--- config.mk ---
export PLATFORM = sky130hd
export DESIGN_NAME = instr_fetch
export DESIGN_NICKNAME = d
export VERILOG_FILES = /design/src/rtl/Verdata_pkg.sv /design/src/rtl/Veropcodes_pkg.sv /design/src/rtl/fetch_buffer.sv /design/src/rtl/instr_fetch.sv
export SDC_FILE = /design/constraint.sdc
export NUM_CORES = 1
export LEC_CHECK = 0
export CORE_UTILIZATION = 52
export DETAILED_ROUTE_END_ITERATION = 8
export GPL_ROUTABILITY_DRIVEN = 0
export PLACE_DENSITY = 0.8
export SLEW_MARGIN = 30
export SYNTH_ARGS = -nofsm -noshare
export SYNTH_HDL_FRONTEND = slang
export SYNTH_SLANG_ARGS = --single-unit
--- constraint.sdc ---
create_clock -name clk -period 9.1 [get_ports clk]
set_input_delay 2.73 -clock clk [delete_from_list [all_inputs] [get_ports clk]]
set_output_delay 2.73 -clock clk [all_outputs]
set_load 0.01 [all_outputs]
--- src/rtl/Verdata_pkg.sv ---
// Shared data-path types for the core.
package Verdata_pkg;
  typedef logic [31:0] word_t;
endpackage

--- src/rtl/Veropcodes_pkg.sv ---
// Instruction encodings and fetch-side records.
package Veropcodes_pkg;
  import Verdata_pkg::*;

  // addi x0, x0, 0
  localparam word_t WORD_NOP = 32'h0000_0013;

  typedef struct packed {
    word_t pc;
    word_t instr;
  } fetch_entry_t;
endpackage

--- src/rtl/fetch_buffer.sv ---
// Synchronous FIFO of fetched {pc, instr} entries with single-cycle flush.
// Push and pop may coincide when full; pointers wrap modulo DEPTH.
module fetch_buffer
  import Veropcodes_pkg::*;
#(
  parameter int DEPTH = 2,
  localparam int CW = $clog2(DEPTH + 1)
) (
  input  logic         clk,
  input  logic         rst_n,
  input  logic         push,
  input  logic         pop,
  input  logic         flush,
  input  fetch_entry_t wr_data,
  output fetch_entry_t head,
  output logic [CW-1:0] count
);

  localparam int PW = $clog2(DEPTH);
  localparam logic [PW-1:0] LAST = PW'(DEPTH - 1);
  localparam logic [CW-1:0] FULL = CW'(DEPTH);

  fetch_entry_t  mem [DEPTH];
  logic [PW-1:0] rd_ptr;
  logic [PW-1:0] wr_ptr;

  function automatic logic [PW-1:0] bump(input logic [PW-1:0] p);
    return (p == LAST) ? '0 : p + 1'b1;
  endfunction

  always_ff @(posedge clk or negedge rst_n) begin
    if (!rst_n) begin
      rd_ptr <= '0;
      wr_ptr <= '0;
      count  <= '0;
    end else if (flush) begin
      rd_ptr <= '0;
      wr_ptr <= '0;
      count  <= '0;
    end else begin
      if (push) wr_ptr <= bump(wr_ptr);
      if (pop)  rd_ptr <= bump(rd_ptr);
      case ({push, pop})
        2'b10:   count <= count + 1'b1;
        2'b01:   count <= count - 1'b1;
        default: count <= count;
      endcase
    end
  end

  // Storage needs no reset: count gates every read.
  always_ff @(posedge clk) begin
    if (push && !flush) mem[wr_ptr] <= wr_data;
  end

  assign head = mem[rd_ptr];

  a_no_overflow: assert property (@(posedge clk) disable iff (!rst_n)
    !(push && !pop && !flush && count == FULL));
  a_no_underflow: assert property (@(posedge clk) disable iff (!rst_n)
    !(pop && count == '0));

endmodule

--- src/rtl/instr_fetch.sv ---
// Instruction fetch front end: issues word fetches, buffers responses in order,
// and handles redirects, including one arriving while a bus request is in flight.
module instr_fetch
  import Verdata_pkg::word_t;
  import Veropcodes_pkg::*;
#(
  parameter word_t RESET_PC = 32'h0000_0000,
  parameter int    DEPTH    = 2
) (
  input  logic        clk,
  input  logic        reset_n,
  output logic        ibus_valid,
  output logic [31:0] ibus_address,
  input  logic        ibus_ready,
  input  logic [31:0] ibus_rdata,
  input  logic        redirect_valid,
  input  logic [31:0] redirect_pc,
  output logic        out_valid,
  input  logic        out_ready,
  output logic [31:0] out_pc,
  output logic [31:0] out_instr
);

  localparam int CW = $clog2(DEPTH + 1);
  localparam logic [CW-1:0] FULL = CW'(DEPTH);

  // Handshake: a bus request transfers on ibus_valid && ibus_ready; once
  // ibus_valid is raised it and ibus_address stay put until ibus_ready.
  // The decode side transfers on out_valid && out_ready.
  typedef enum logic [1:0] {
    ST_RESET,  // first cycle out of reset, nothing issued
    ST_ISSUE,  // no request outstanding; fetch when buffer has room
    ST_WAIT,   // request held, response will be kept
    ST_DROP    // request held, redirected under it, response will be dropped
  } fetch_state_t;

  fetch_state_t state;
  fetch_state_t state_next;
  word_t        fpc;
  word_t        held_addr;
  word_t        target;
  logic [1:0]   unused_target_bits;
  logic [CW-1:0] count;
  fetch_entry_t head;
  fetch_entry_t wr_data;
  logic         pending;
  logic         discard;
  logic         accept;
  logic         stall;
  logic         push;
  logic         pop;

  assign target             = {redirect_pc[31:2], 2'b00};
  assign unused_target_bits = redirect_pc[1:0];

  assign pending      = (state == ST_WAIT) || (state == ST_DROP);
  assign discard      = (state == ST_DROP);
  assign ibus_valid   = pending || ((state == ST_ISSUE) && (count < FULL));
  assign ibus_address = pending ? held_addr : fpc;
  assign accept       = ibus_valid && ibus_ready;
  assign stall        = ibus_valid && !ibus_ready;
  assign push         = accept && !discard && !redirect_valid;

  assign out_valid = (count != '0);
  assign pop       = out_valid && out_ready;
  assign out_pc    = out_valid ? head.pc : '0;
  assign out_instr = out_valid ? head.instr : WORD_NOP;
  assign wr_data   = '{pc: ibus_address, instr: ibus_rdata};

  always_ff @(posedge clk or negedge reset_n) begin
    if (!reset_n) state <= ST_RESET;
    else          state <= state_next;
  end

  always_comb begin
    state_next = state;
    case (state)
      ST_RESET: state_next = ST_ISSUE;
      default: begin
        if (stall)
          state_next = (redirect_valid || discard) ? ST_DROP : ST_WAIT;
        else
          state_next = ST_ISSUE;
      end
    endcase
  end

  // A dropped response does not advance fpc: it already holds the redirect target.
  always_ff @(posedge clk or negedge reset_n) begin
    if (!reset_n) begin
      fpc       <= RESET_PC;
      held_addr <= RESET_PC;
    end else begin
      if (redirect_valid) fpc <= target;
      else if (push)      fpc <= fpc + 32'd4;
      if (stall) held_addr <= ibus_address;
    end
  end

  fetch_buffer #(.DEPTH(DEPTH)) u_buffer (
    .clk     (clk),
    .rst_n   (reset_n),
    .push    (push),
    .pop     (pop),
    .flush   (redirect_valid),
    .wr_data (wr_data),
    .head    (head),
    .count   (count)
  );

endmodule

== After elaboration in Yosys (flattened, before gate mapping) ==
Memories as Yosys holds them, arrays and structs flattened.
Index checks and enable logic that the tools add are counted.
Storage, ports and cells
  register bits after elaboration: 70
  memory bits (writable): 128
  input port bits: 69
  output and inout port bits: 98
  word-level logic and storage cells: 54
  memories: 1
Cells by class
  $add $sub $neg: 5
  $lt $le $gt $ge: 1
  eq/ne operators: 5
  multiplexer cells: 18
  reduce and logical (&&, ||, !) cells: 18
Memory list
  u_buffer.mem: depth 2, bits a word 64, read ports 1, clocked after memory_dff 0, wr ports 1, RTL line fetch_buffer.sv:23  | fetch_entry_t mem [DEPTH];
Operator list (number)
  $mux 32: 5
  $add 32x3->32 const B: 1
  $mux 1: 9
  $logic_and 1x1->1: 7
  $eq 2x2->1 const B: 3
  $mux 2: 3
  $reduce_bool 2->1: 3
  $eq 2x1->1 const B: 2
  $pmux 2 s2: 1
  $logic_not 1->1: 3
  $logic_or 1x1->1: 3
  $reduce_bool 3->1: 1
  $add 1x1->1 const B: 2
  $add 2x1->2 const B: 1
  $logic_not 2->1: 1
  $lt 2x2->1 const B: 1
  $sub 2x1->2 const B: 1

== Longest topological paths before layout ==
Gate-level depths: netlist of the first run.
  depth after elaboration: 9
  depth in mapped cells: 7

== Modules after synthesis ==
Synthesis of the first run repeated with hierarchy kept, for this count alone.
Unflattened totals
  cells, all modules: 590
  area total of the unflattened synthesis: 8760.9 µm²
By module, submodules not included
  fetch_buffer: times used 1, cells each 218, area each 5028.6 µm², sequential area each 3943.8 µm²
  instr_fetch: times used 1, cells each 372, area each 3732.3 µm², sequential area each 1601.5 µm²

== Worst setup path after synthesis of the first run ==
Ideal clock, no wire load.
  path type: input -> register
  start point: in redirect_valid
  end point: mem u_buffer.mem[1][0] (netlist bit), enable pin
  setup time: 0.578 ns
  arrival: 7.835 ns
  required time: 8.522 ns
  setup slack: 0.687 ns
  stages on the path: 3
  buffers on the path: 2
  path through: clkbuf_1 clkbuf_1 nor3b_1
On the way
  word-level cells in the longest chain between the ends: 5
Ends and longest elaborated chain
  start: declaration: RTL line instr_fetch.sv:16  | input logic redirect_valid,
  $logic_not 1->1 (*): RTL line fetch_buffer.sv:53, instr_fetch.sv:62
  $logic_and 1x1->1: RTL line instr_fetch.sv:62  | assign push = accept && !discard && !redirect_valid;
  $logic_and 1x1->1 (*): RTL line fetch_buffer.sv:53  | if (push && !flush) mem[wr_ptr] <= wr_data;
  $mux 1 (*): RTL line fetch_buffer.sv:53
  $mux 1 (not written as such) (*): RTL line fetch_buffer.sv:53
  end: declaration: RTL line fetch_buffer.sv:23
Mark *: on every way between the ends. The rest lies on a longest branch, timed or not.

== Worst setup path after layout of the first run ==
  start point: reg u_buffer.count[1]
  end point: out out_instr[0]
On the way
  word-level cells in the longest chain between the ends: 2
Ends and longest elaborated chain
  start: declaration: RTL line fetch_buffer.sv:16  | output logic [CW-1:0] count
  start signal: assignment: RTL line fetch_buffer.sv:44  | 2'b10: count <= count + 1'b1;
  start signal: assignment: RTL line fetch_buffer.sv:45  | 2'b01: count <= count - 1'b1;
  start signal: assignment: RTL line fetch_buffer.sv:46  | default: count <= count;
  $reduce_bool 2->1: RTL line instr_fetch.sv:64  | assign out_valid = (count != '0);
  $mux 32: RTL line instr_fetch.sv:67  | assign out_instr = out_valid ? head.instr : WORD_NOP;
  end: declaration: RTL line instr_fetch.sv:21  | output logic [31:0] out_instr
No other way between the ends.

==> results of run 1 <==
synth_stat cells (all sizes together), types with 2 or more instances:
cell	count	share of area (%)
dfrtp	68	20
and3	6	0.44
nor2	84	3.7
nor2b	5	0.37
buf	17	1.3
or3	2	0.15
and4	3	0.31
nand2	27	1.2
and2	5	0.37
a31oi	17	1.2
mux2	58	7.6
edfxtp	128	45
o21ai	16	1.0
nor3b	2	0.31
o31ai	14	1.2
a21oi	3	0.18
mux2i	65	7.6
nand4	12	0.88
nand3	10	0.59
clkbuf	22	0.98
inv	4	0.18
o21a	2	0.18
o211ai	6	0.53
or4	18	1.6
o2111ai	5	0.72
xor2	10	1.0
registers in the layout, indices dropped and copies added (netlist names):
signal and cells:
u_buffer.count 2, held_addr 32, u_buffer.wr_ptr 1, u_buffer.mem 128, fpc 30, u_buffer.rd_ptr 1, state 2
area by class of cell:
| class | count | share of cell area, % |
|---|---|---|
| Multi-Input combinational cell | 384 | 25.63 |
| Inverter | 5 | 0.1712 |
| Clock inverter | 12 | 1.187 |
| Sequential cell | 196 | 50.61 |
| Clock buffer | 20 | 4.177 |
| Tap cell | 216 | 2.465 |
| Timing Repair Buffer | 173 | 15.76 |
routing by layer:
metal	wire length (µm)	vias up	global-route usage (%)
li1	-	2641	-
met1	7602	2768	29.26
met2	9159	220	37.42
met3	1023	32	4.182
met4	408	0	8.345
met5	0	-	0
through the flow:
step | worst slack, ps | instance area (µm²) | utilization (%) | total power, mW
after global placement | 4102 | 10340 | 64.87 | 1.446
after global routing | 3719 | 10960 | 68.77 | 2.271
after detailed placement | 4036 | 10370 | 65.04 | 1.467
after floorplan | 686.8 | 8543 | - | 1.281
final | 3832 | 10960 | 68.77 | 2.185
after CTS | 3783 | 10960 | 68.73 | 2.200
power breakdown:
part	switching, mW	internal, mW	total [mW]	leakage [nW]
combinational	0.172	0.191	0.363	1.53
sequential	0.0492	1.04	1.09	1.96
clock	0.314	0.422	0.736	0.293
cells by family after synthesis:
kind of cell | count (synthesis) | share of synthesized area, %
flops | 196 | 64.91
simple gates | 180 | 10.38
mux | 123 | 15.26
compound gates | 69 | 5.697
buf+inv | 44 | 2.475
xor+xnor | 11 | 1.128
fa+ha+maj | 1 | 0.1464
critical path, stage by stage, from the launching register on:
cell             delay [ps]
dfrtp_1                 490
nor2_4                  140
buf_4                   520
inv_1                   260
nand2_1                 130
clkdlybuf4s50_1         540
how the worst max path moves through the flow:
stage | start | endpoint | cells past startpoint
floorplan | redirect_valid | u_buffer.mem[1][0] | 3
global placement | redirect_valid | fpc[29] | 6
detailed placement | redirect_valid | fpc[29] | 6
CTS | u_buffer.count[1] | out_instr[0] | 5
global route | u_buffer.count[1] | out_instr[0] | 5
finish | u_buffer.count[1] | out_instr[0] | 5
==> results.yml, run 1 <==
logic_synthesis:
  synth_edf_count: 128
  ys_ff_latch: 196
  syn_avg_cell_area_um2: 13.69
  async_flop_share_pct: 34.69
  synth_ff_type: "edfxtp_1"
  syn_area_um2: 8543
  yosysUniqueCellTypes: 48
  synthesis.nets: 694
  synth_cells: 624
  yosysSeqAreaShare_pct: 64.91
  yosysWarnings: 0
setup_path:
  required_ps: 6370
  cp-start-kind: "register"
  reg2reg_from: "state[1]"
  reg2reg_depth: 5
  end_kind: "output pin"
  r2r-end: "u_buffer.mem[0][11]"
  cp_max_fo: 62
  critical_path_class: "reg2out"
  r2r_setup_slack_ps: 6150
  cp.arrival_ps: 2540
pwr:
  p_per_area_nw_per_um2: 199.3
  leakagePower_nw: 3.786
  ir_drop_mv: 0.1537
clock_tree:
  cts_repair_resize_count: 0
  post_cts_buffers: 0
  cts_max_path_buffers: 2
  cts.sinks: 196
  path_clk_slew_ps: 70
  ctsRootBufferMaster: "clkbuf_16"
  cts_inserted_buffers: 17
  hold_buffers: 0
  cts_tree: "built"
  cts_max_level: 4
  clk_latency_ps: 430
global_route:
  antenna_found_initial: 0
  globalRouteTotalUtil_pct: 22.41
  grt_pass1_vias: 5581
  overflow: 0
  grt_pass1_wl_um: 28610
  grt_max_degree: 69
timing:
  rsz0062_at_grt: "false"
  max_slew_margin_pct: 36.68
  post-route-period-util_pct: 57.89
  max_freq_mhz: 189.8
  period_needed_ps: 5268
  fin_hold_ws_ps: 488.6
  finalClockSkew_ps: 7.731
  final_max_slew_viol_count: 0
  setup_tns_ps: 0
  worst_pin_slew_ps: 944.0
  final_hold_viol_count: 0
  setup_viol: 0
placement:
  port_buffers: 164
  hpwl_um: 12160
  place_inst: 974
floorplanning:
  die_y_um: 130.2
  rows: 46
  initial_utilization_pct: 53.59
  die_w_um: 130.2
  ios: 167
  dieArea_um2: 16950
  core_area_um2: 15940
flow_run:
  maxCapViolations: 0
layout:
  ff_latch_area_um2: 5549
  fin_nets: 847
  fillerInstances: 1102
  final_cell_mix: "clkdlybuf4s50_1, edfxtp_1, nor2_1, dfrtp_1, mux2i_1"
  finalNonFillerCells: 1006
  n_antenna_cell: 0
  multi_input_area_um2: 2810
  final_common_cell: "clkdlybuf4s50_1"
  drive_gt1_share_pct: 13.80
  area_growth_pct: 28.34
worst_hold_path:
  hp-class: "reg2reg"
  worstHoldStart: "held_addr[0]"
  hold_path_end: "held_addr[0]"
  hold_depth: 1
routing:
  drt_iter0_markers: 409
  wirelength_um: 18190
  viasPerCell: 5.627
  first_pass_iters: 5
  wl_per_cell_um: 18.09
  vias: 5661
  drc_errors: 0
  antenna_left: 0
run_status:
  status: "finished, final reports clean"
Power figures use the tool's default switching activity.
==> run 2: changes to the inputs <==
clock period = 4.9 ns   (was 9.1 ns; I/O delays follow)
==> run 2 against run 1 <==
Effect of this change: sequential power grew 85%; sequential share of layout area is essentially flat; core utilization is essentially flat; power grew 83%; die area is the same; critical path type unchanged; largest cell class unchanged; largest power group unchanged; highest routed layer unchanged.
==> results.yml, run 2 (same netlist as run 1, synthesis figures left out) <==
run_status:
  status: "finished, final reports clean"
clock_tree:
  cts_inserted_buffers: 17
  cts_repair_resize_count: 0
  cts_tree: "built"
  path_clk_slew_ps: 60
  post_cts_buffers: 0
  hold_buffers: 0
  cts.sinks: 196
  ctsRootBufferMaster: "clkbuf_16"
  cts_max_path_buffers: 2
  clk_latency_ps: 420
  cts_max_level: 4
timing:
  fin_hold_ws_ps: 481.6
  final_hold_viol_count: 0
  max_freq_mhz: 254.1
  setup_tns_ps: 0
  worst_pin_slew_ps: 708.2
  period_needed_ps: 3936
  final_max_slew_viol_count: 0
  rsz0062_at_grt: "false"
  finalClockSkew_ps: 6.195
  post-route-period-util_pct: 80.32
  setup_viol: 0
  max_slew_margin_pct: 52.64
setup_path:
  cp.arrival_ps: 2470
  cp-start-kind: "register"
  cp_max_fo: 34
  timing.critical_path.cells: "buf_4 > mux2i_1 > nor2_1 > clkdlybuf4s50_1"
  reg2reg_depth: 4
  cpMaxStageDelayCell: "dfrtp_4"
  r2r_setup_slack_ps: 2210
  end_kind: "output pin"
  reg2reg_from: "state[1]"
  critical_path_class: "reg2out"
  r2r-end: "u_buffer.mem[1][8]"
  required_ps: 3430
  cp_slowest_stage_delay_ps: 820
routing:
  vias: 5638
  drc_errors: 0
  wirelength_um: 18100
  wl_per_cell_um: 17.95
  viasPerCell: 5.593
  antenna_left: 0
  drt_iter0_markers: 355
  first_pass_iters: 5
placement:
  port_buffers: 164
  hpwl_um: 12290
  place_area_um2: 10400
worst_hold_path:
  hold_path_end: "held_addr[0]"
  worstHoldStart: "held_addr[0]"
  hp-class: "reg2reg"
  hold_depth: 1
floorplanning:
  rows: 46
  dieArea_um2: 16950
  die_w_um: 130.2
  core_area_um2: 15940
  ios: 167
  initial_utilization_pct: 53.59
  die_y_um: 130.2
layout:
  fin_nets: 849
  n_antenna_cell: 0
  largest_reg_flops: 128
  regMostFlops: "u_buffer.mem"
  area_growth_pct: 28.31
  final_common_cell: "clkdlybuf4s50_1"
  drive_gt1_share_pct: 13.01
  reg_top3: "u_buffer.mem: 128 flops, held_addr: 32 flops, fpc: 30 flops"
  final_cell_mix: "clkdlybuf4s50_1, edfxtp_1, nor2_1, dfrtp_1, mux2i_1"
  final_area_um2: 10960
global_route:
  antenna_found_initial: 0
  globalRouteTotalUtil_pct: 21.97
  grt_max_degree: 65
  grt_pass1_wl_um: 28040
  grt_pass1_vias: 5574
  overflow: 0
pwr:
  leakagePower_nw: 3.772
  p_per_area_nw_per_um2: 364.8
  ir_drop_mv: 0.2492
  power_mw: 3.999
flow_run:
  maxCapViolations: 0
run 2: worst max path at each step:
stage	start	to	slack, ps	cells past startpoint
final	u_buffer.rd_ptr	out_pc[6]	960	4
after global placement	state[1]	ibus_address[30]	1130	3
after global routing	u_buffer.rd_ptr	out_pc[2]	810	4
after detailed placement	u_buffer.rd_ptr	out_pc[0]	1350	4
after floorplan	redirect_valid	u_buffer.mem[0][0]	10	3
after CTS	u_buffer.rd_ptr	out_pc[0]	910	4
run 2: metal layers:
metal | track usage, % | vias to the layer above | routed length [µm]
li1 | - | 2642 | -
met1 | 28.59 | 2751 | 7608
met2 | 36.42 | 219 | 8933
met3 | 4.510 | 26 | 1216
met4 | 8.276 | 0 | 339
met5 | 0 | - | 0
run 2: final cells by class:
| class | count | area (µm²) |
|---|---|---|
| repair buffers | 175 | 1747 |
| fillers | 1096 | 4981 |
| multi-input cells | 384 | 2823 |
| inverters | 5 | 18.77 |
| clock inverters | 3 | 40.04 |
| flip-flops and latches | 196 | 5550 |
| well taps | 216 | 270.3 |
| clock buffers | 29 | 513.0 |
run 2: power breakdown:
part / switching (mW) / internal (mW) / total [mW]
sequential: 0.0980 / 1.93 / 2.02
combinational: 0.310 / 0.356 / 0.667
clock: 0.545 / 0.762 / 1.31
total: 0.954 / 3.05 / 4.00
run 2: metrics by stage:
| stage | utilization, % | setup WS [ps] | instances |
|---|---|---|---|
| 6_report | 68.76 | 964.3 | 1008 |
| 5_1_grt | 68.76 | 812.3 | 1008 |
| 4_1_cts | 68.73 | 907.7 | 1008 |
| 3_5_place_dp | 65.26 | 1353 | 976 |
| 3_3_place_gp | 65.25 | 1129 | 976 |
| 2_1_floorplan | - | 13.15 | 624 |
run 2: critical path, delay by kind of cell, from the launching register on:
| family | cells | cell delay, ps |
|---|---|---|
| buffers and inverters | 2 | 920 |
| muxes | 1 | 230 |
| and+or+nand+nor | 1 | 60 |
| DFF | 1 | 820 |
